==> src/rtl/mem_stage.sv <==
//==============================================================================
// Module   : mem_stage
// Purpose  : Pipeline memory-access stage: EX/MEM register, data-cache
//            handshake and MEM/WB register. Optional sub-word load
//            extension is enabled by defining MEM_LOAD_EXT_EN.
// Revision : 1.0 - initial release
//==============================================================================
`default_nettype none

module mem_stage (
    input  logic        CLK,
    input  logic        nRST,
    input  logic        ex_valid,
    input  logic [31:0] ex_npc,
    input  logic [31:0] ex_alu_out,
    input  logic [31:0] ex_store_data,
    input  logic        ex_dren,
    input  logic        ex_dwen,
    input  logic        ex_jaltype,
    input  logic        ex_reg_wen,
    input  logic        ex_halt,
    input  logic [4:0]  ex_wreg,
    input  logic [1:0]  ex_ldsize,
    input  logic        ex_ldsigned,
    input  logic        dhit,
    input  logic [31:0] dmemload,
    output logic        dmemREN,
    output logic        dmemWEN,
    output logic [31:0] dmemaddr,
    output logic [31:0] dmemstore,
    output logic        mem_busy,
    output logic        wb_valid,
    output logic        wb_jaltype,
    output logic        wb_ldtype,
    output logic        wb_reg_wen,
    output logic        wb_halt,
    output logic [31:0] wb_npc,
    output logic [31:0] wb_extout,
    output logic [31:0] wb_memreg,
    output logic [4:0]  wb_wreg
);

    typedef enum logic [0:0] {
        ST_IDLE   = 1'b0,
        ST_ACCESS = 1'b1
    } state_t;

    state_t      r_state;

    logic        r_m_valid;
    logic [31:0] r_m_npc;
    logic [31:0] r_m_alu_out;
    logic [31:0] r_m_store_data;
    logic        r_m_dren;
    logic        r_m_dwen;
    logic        r_m_jaltype;
    logic        r_m_reg_wen;
    logic        r_m_halt;
    logic [4:0]  r_m_wreg;

    logic        r_wb_valid;
    logic        r_wb_jaltype;
    logic        r_wb_ldtype;
    logic        r_wb_reg_wen;
    logic        r_wb_halt;
    logic [31:0] r_wb_npc;
    logic [31:0] r_wb_extout;
    logic [31:0] r_wb_memreg;
    logic [4:0]  r_wb_wreg;

    logic        w_mem_op;
    logic        w_busy;
    logic        w_halt_next;
    logic        w_m_take;
    logic [31:0] w_ext;

    assign w_mem_op    = r_m_valid & (r_m_dren | r_m_dwen);
    assign w_busy      = w_mem_op & ~dhit;
    // Halt status as it will be after the next WB load; anything entering
    // M alongside or after the halt is squashed.
    assign w_halt_next = r_wb_halt | (r_m_valid & r_m_halt);
    assign w_m_take    = ex_valid & ~w_halt_next;

    assign dmemREN   = r_m_dren;
    assign dmemWEN   = r_m_dwen;
    assign dmemaddr  = r_m_alu_out;
    assign dmemstore = r_m_store_data;
    assign mem_busy  = w_busy;

    always_ff @(posedge CLK or negedge nRST) begin
        if (!nRST) begin
            r_m_valid      <= 1'b0;
            r_m_npc        <= '0;
            r_m_alu_out    <= '0;
            r_m_store_data <= '0;
            r_m_dren       <= 1'b0;
            r_m_dwen       <= 1'b0;
            r_m_jaltype    <= 1'b0;
            r_m_reg_wen    <= 1'b0;
            r_m_halt       <= 1'b0;
            r_m_wreg       <= '0;
        end else if (!w_busy) begin
            if (w_m_take) begin
                r_m_valid      <= 1'b1;
                r_m_npc        <= ex_npc;
                r_m_alu_out    <= ex_alu_out;
                r_m_store_data <= ex_store_data;
                r_m_dren       <= ex_dren;
                r_m_dwen       <= ex_dwen;
                r_m_jaltype    <= ex_jaltype;
                r_m_reg_wen    <= ex_reg_wen;
                r_m_halt       <= ex_halt;
                r_m_wreg       <= ex_wreg;
            end else begin
                // Bubbles carry all-zero controls so the strobes stay low.
                r_m_valid      <= 1'b0;
                r_m_npc        <= '0;
                r_m_alu_out    <= '0;
                r_m_store_data <= '0;
                r_m_dren       <= 1'b0;
                r_m_dwen       <= 1'b0;
                r_m_jaltype    <= 1'b0;
                r_m_reg_wen    <= 1'b0;
                r_m_halt       <= 1'b0;
                r_m_wreg       <= '0;
            end
        end
    end

    always_ff @(posedge CLK or negedge nRST) begin
        if (!nRST) begin
            r_state <= ST_IDLE;
        end else begin
            case (r_state)
                ST_IDLE:   if (w_mem_op && !dhit) r_state <= ST_ACCESS;
                ST_ACCESS: if (dhit)              r_state <= ST_IDLE;
                default:                          r_state <= ST_IDLE;
            endcase
        end
    end

`ifdef MEM_LOAD_EXT_EN
    logic [1:0]  r_m_ldsize;
    logic        r_m_ldsigned;
    logic [7:0]  w_byte;
    logic [15:0] w_half;

    always_ff @(posedge CLK or negedge nRST) begin
        if (!nRST) begin
            r_m_ldsize   <= 2'b00;
            r_m_ldsigned <= 1'b0;
        end else if (!w_busy) begin
            r_m_ldsize   <= w_m_take ? ex_ldsize   : 2'b00;
            r_m_ldsigned <= w_m_take ? ex_ldsigned : 1'b0;
        end
    end

    // Big-endian lanes: offset 0 is the most significant byte.
    always_comb begin
        w_byte = 8'h00;
        case (r_m_alu_out[1:0])
            2'd0:    w_byte = dmemload[31:24];
            2'd1:    w_byte = dmemload[23:16];
            2'd2:    w_byte = dmemload[15:8];
            default: w_byte = dmemload[7:0];
        endcase
        w_half = r_m_alu_out[1] ? dmemload[15:0] : dmemload[31:16];
        case (r_m_ldsize)
            2'b10:   w_ext = {{24{r_m_ldsigned & w_byte[7]}}, w_byte};
            2'b01:   w_ext = {{16{r_m_ldsigned & w_half[15]}}, w_half};
            default: w_ext = dmemload;
        endcase
    end
`else
    logic w_unused_ld;

    assign w_ext       = dmemload;
    assign w_unused_ld = ^{ex_ldsize, ex_ldsigned};
`endif

    always_ff @(posedge CLK or negedge nRST) begin
        if (!nRST) begin
            r_wb_valid   <= 1'b0;
            r_wb_jaltype <= 1'b0;
            r_wb_ldtype  <= 1'b0;
            r_wb_reg_wen <= 1'b0;
            r_wb_halt    <= 1'b0;
            r_wb_npc     <= '0;
            r_wb_extout  <= '0;
            r_wb_memreg  <= '0;
            r_wb_wreg    <= '0;
        end else if (!w_busy) begin
            r_wb_valid   <= r_m_valid;
            r_wb_jaltype <= r_m_jaltype;
            r_wb_ldtype  <= r_m_dren;
            r_wb_reg_wen <= r_m_reg_wen & r_m_valid;
            r_wb_halt    <= w_halt_next;
            r_wb_npc     <= r_m_npc;
            r_wb_extout  <= w_ext;
            r_wb_memreg  <= r_m_alu_out;
            r_wb_wreg    <= r_m_wreg;
        end
    end

    assign wb_valid   = r_wb_valid;
    assign wb_jaltype = r_wb_jaltype;
    assign wb_ldtype  = r_wb_ldtype;
    assign wb_reg_wen = r_wb_reg_wen;
    assign wb_halt    = r_wb_halt;
    assign wb_npc     = r_wb_npc;
    assign wb_extout  = r_wb_extout;
    assign wb_memreg  = r_wb_memreg;
    assign wb_wreg    = r_wb_wreg;

endmodule

`default_nettype wire

==> config.mk <==
export PLATFORM = sky130hd
export DESIGN_NAME = mem_stage
export DESIGN_NICKNAME = d
export VERILOG_FILES = /design/src/rtl/mem_stage.sv
export SDC_FILE = /design/constraint.sdc
export NUM_CORES = 1
export LEC_CHECK = 0
export ABC_AREA = 1
export BUFFER_PORTS_ARGS = -buffer_cell sky130_fd_sc_hd__buf_4
export CAP_MARGIN = 15
export CORE_MARGIN = 5
export CORE_UTILIZATION = 49
export CTS_CLUSTER_SIZE = 28
export DETAILED_ROUTE_END_ITERATION = 10
export PLACE_DENSITY = 0.8
export SLEW_MARGIN = 20
export SYNTH_ARGS = -nofsm -noshare
export SYNTH_HDL_FRONTEND = slang
export SYNTH_SLANG_ARGS = --single-unit
==> constraint.sdc <==
create_clock -name CLK -period 1.5 [get_ports CLK]
set_input_delay 0.075 -clock CLK [delete_from_list [all_inputs] [get_ports CLK]]
set_output_delay 0.075 -clock CLK [all_outputs]
set_load 0.02 [all_outputs]
==> impl.org <==
** Run status
- Run status :: finished clean

** Run
- Maximum capacitance violations :: 0

** Timing
- Setup WS post-layout :: roughly 0.0022 ns
- In the finished design, the share of the clock period the worst path needs comes to 0.999.
- Slew at the pin closest to its max-slew limit :: approximately 0.48 ns
- Count of final max-slew check failures :: 0
- The final count of hold timing violations was 0.
- Worst slew margin relative to its limit :: 0.678
- Setup repair after global routing could not meet its margin everywhere.
- Worst hold-check slack :: 0.129 ns
- Fin crit period :: between 1 and 1.5 ns
- Peak Freq :: 0.668 GHz
- Final-report setup violation count :: 0
- Layout Skew :: roughly 0.019 ns

** Critical path
- STA puts the critical path data arrival time at roughly 1.9 ns.
- Element type at the critical path end :: register
- In this design, the stage delay of the slowest critical-path cell is 0.39 ns.
- Critical Setup Path Class :: register to register
- Most common cell on crit path :: sky130_fd_sc_hd__nand2_1
- STA classifies the critical path startpoint as a register.
- The critical path goes through buf_4, nand2_1, inv_2, nor2_4, buf_12, buf_6, nand3_1, nand2_1.
- Of all nets on the critical path, the largest fanout is 9.
- Data on the critical path is required at its endpoint by 1.92 ns.
- Standard cell with the maximum stage delay on the critical path :: sky130_fd_sc_hd__dfrtp_1

** Floorplan
- Std cell rows :: 47
- In this run the count of I/O pins placed on the die edge is 318.
- The die covers 0.0196 mm².
- Initial core utilization :: 0.498
- In this run the standard cell core region covers 0.0166 mm².
- The floorplan step set the die width to between 100 and 150 µm.
- Measured along the y axis, the die boundary spans 140 µm.

** Route
- Using the TritonRoute via totals, the vias-per-cell ratio works out to 5.32.
- After detailed routing, the average wire length per cell comes to 19.8 µm.
- Count of routing violations after the opening detailed-route iteration :: 561
- The count of nets left with antenna violations once routing finished came out at 0.
- DRC viols :: 0
- Detailed-route wire length :: about 32000 µm
- Count of vias placed by the detailed router :: between 8000 and 9000
- 1st-pass router iterations :: 5

** Clock tree
- Insertion delay to the later sink of the worst-skew pair :: 0.50 ns
- Number of CTS-inserted buffers :: 22
- Clock-pin slew of the registers on the worst-case setup and hold paths :: 0.07 ns
- Root buf cell :: sky130_fd_sc_hd__clkbuf_16
- Number of buffers on the longest clock path :: 3
- CTS saw 213 sinks.
- Clock tree from TritonCTS :: built
- CTS built an H-tree with a depth of 1.

** Placement
- Including well taps, the total number of placed cells is 1422.
- Placed standard-cell area :: ~0.011 mm²
- Dpl hpwl :: 16400 µm
- Worst setup slack before clock tree synthesis :: 0.0729 ns
- Gp weighted congestion :: 0.877
- Port buffer count :: around 310

** Power and ir drop
- Cell internal power was estimated by the tool at between 9 and 10 mW.
- Of the total power, the share spent switching nets is 0.216.
- Net switching power :: between 2 and 3 mW
- Static Leak :: 7.59 nW
- VDD sags by at most 0.881 mV.
- Cell Pwr Density :: 939 mW/mm²
- Of the total power, the clock network draws 0.465.
- Of the total power, combinational logic draws 0.076.
- Of the total power, registers draw 0.459.

** Global route
- First-pass GRT wire length :: between 40000 and 50000 µm
- Number of global-route vias before repair :: 8903
- Number of antenna violations at the first check in global routing :: 0
- Global route total overflow :: 0
- Across every metal layer, demand over resource in global routing totals 0.297.
- Entering global routing, the biggest net connects 71 pins.

** Final layout
- Area growth from synthesis to layout :: 63.5%
- In the final layout, the multi-input gates occupy 0.00258 mm².
- The library cell used most frequently in the layout, excluding fill and tap cells, is sky130_fd_sc_hd__nand2_1.
- Share of cells above drive strength 1 :: 0.289
- After filler insertion, the fill cell instance count of the layout stands at 860.
- Number of standard cells in the final layout excluding fillers :: about 1600
- The finished cells cover 0.0135 mm².
- Register cell area after layout :: between 0.005 and 0.006 mm²
- Number of antenna repair diodes :: 0
- Share of the core filled with cells :: 0.814
- Number of nets at the end of the flow :: 1527
- The top cell types in the final layout, fill and taps aside, are sky130_fd_sc_hd__nand2_1, sky130_fd_sc_hd__buf_4, sky130_fd_sc_hd__dfrtp_1.

** Synthesis
- Average size of a mapped cell :: between 9 and 10 µm²
- Count of state elements after synthesis :: 213
- Sequential-to-total area share from yosys stat :: 0.645
- The cell area that synthesis handed to floorplanning was 0.00826 mm².
- Counting distinct cell types in the post-synthesis netlist gives 16.
- For this run, the number of Yosys warnings is 0.
- Synthesized Nets :: 1061
- Mapped Cells :: 916

** Min path
- Type of the most critical hold path :: input port to asynchronous set/reset pin
-- path summary, 6_finish.rpt --
| kind | slack [ns] | to | start | depth (start not counted) |
|---|---|---|---|---|
| min in group CLK | 0.33 | wb_extout[0]$_DFFE_PN0N_ | dmemload[0] | 4 |
| worst max-delay path | 0.002 | dmemstore[13]$_DFFE_PN0N_ | r_m_valid$_DFFE_PN0N_ | 8 |
| max in group asynchronous | 0.77 | wb_memreg[22]$_DFFE_PN0N_ | nRST | 3 |
| worst max register to register | 0.002 | dmemstore[13]$_DFFE_PN0N_ | r_m_valid$_DFFE_PN0N_ | 8 |
| worst min-delay path | 0.13 | r_m_npc[17]$_DFFE_PN0N_ | nRST | 2 |
| worst min register to register | 0.47 | wb_memreg[5]$_DFFE_PN0N_ | wb_memreg[5]$_DFFE_PN0N_ | 2 |
-- what timing repair did --
item	4_1_cts	5_1_grt
pin swaps	2	4
setup buffers	4	3
endpoints found under the setup margin	1	93
resized for setup	4	12
gates cloned	0	8
hold buffers	141	0
endpoints found under the hold margin	354	0
-- flip-flops by register name, indices dropped and copies added (netlist names) --
signal	count
wb_npc	32
wb_ldtype	1
r_m_npc	32
wb_wreg	5
wb_valid	1
dmemWEN	1
r_m_halt	1
r_m_valid	1
wb_memreg	32
dmemREN	1
r_m_wreg	5
dmemstore	32
wb_jaltype	1
r_m_reg_wen	1
wb_extout	32
dmemaddr	32
wb_reg_wen	1
wb_halt	1
r_m_jaltype	1
-- synth_stat cells (all sizes together) --
master  number  area, µm²
inv          8       30.0
clkbuf       8       30.0
nand2      526       1980
nand3      107        536
buf         48        319
dfrtp      213       5330
o21ai        1       5.00
a31oi        1       6.26
nor2         2       17.5
a21oi        1       5.00
nor3         1       5.00
-- final cells by class --
class	instances	area share
Tap cell	220	0.0204
Sequential cell	213	0.395
Inverter	8	0.00343
Clock inverter	10	0.00991
Timing Repair Buffer	498	0.332
Clock buffer	30	0.0483
Multi-Input combinational cell	639	0.191
-- layer usage --
layer	vias up	GRT usage	share of wire
met5	-	0	0
met4	0	0.114	0.043
met3	110	0.0748	0.099
met2	555	0.523	0.50
met1	4160	0.352	0.36
li1	3783	-	-
-- power groups by stage --
stage	clock (mW)	sequential [mW]	combinational [mW]
6_report	5.90	5.82	0.961
5_1_grt	6.19	5.82	1.02
4_1_cts	5.91	5.81	0.924
3_5_place_dp	0	5.92	0.617
3_3_place_gp	0	5.92	0.609
2_1_floorplan	0	5.97	0.0362
-- worst max-delay path, delay by kind of cell, from the launching register on --
kind	cells	cell delay [ns]
flops	1	0.39
simple gates	4	0.49
buf+inv	4	0.54
-- through the flow --
step                TNS, ns  power [mW]
floorplan                 0        6.01
global placement          0        6.53
detailed placement        0        6.54
CTS                       0        12.6
global route         -0.552        13.0
finish                    0        12.7
-- cell families after synthesis --
group | Yosys count | share of synthesized area
DFF | 213 | 0.645
buffers and inverters | 64 | 0.0459
and+or+nand+nor | 636 | 0.307
AOI/OAI and AO/OA | 3 | 0.00197
Power figures use the tool's default switching activity.
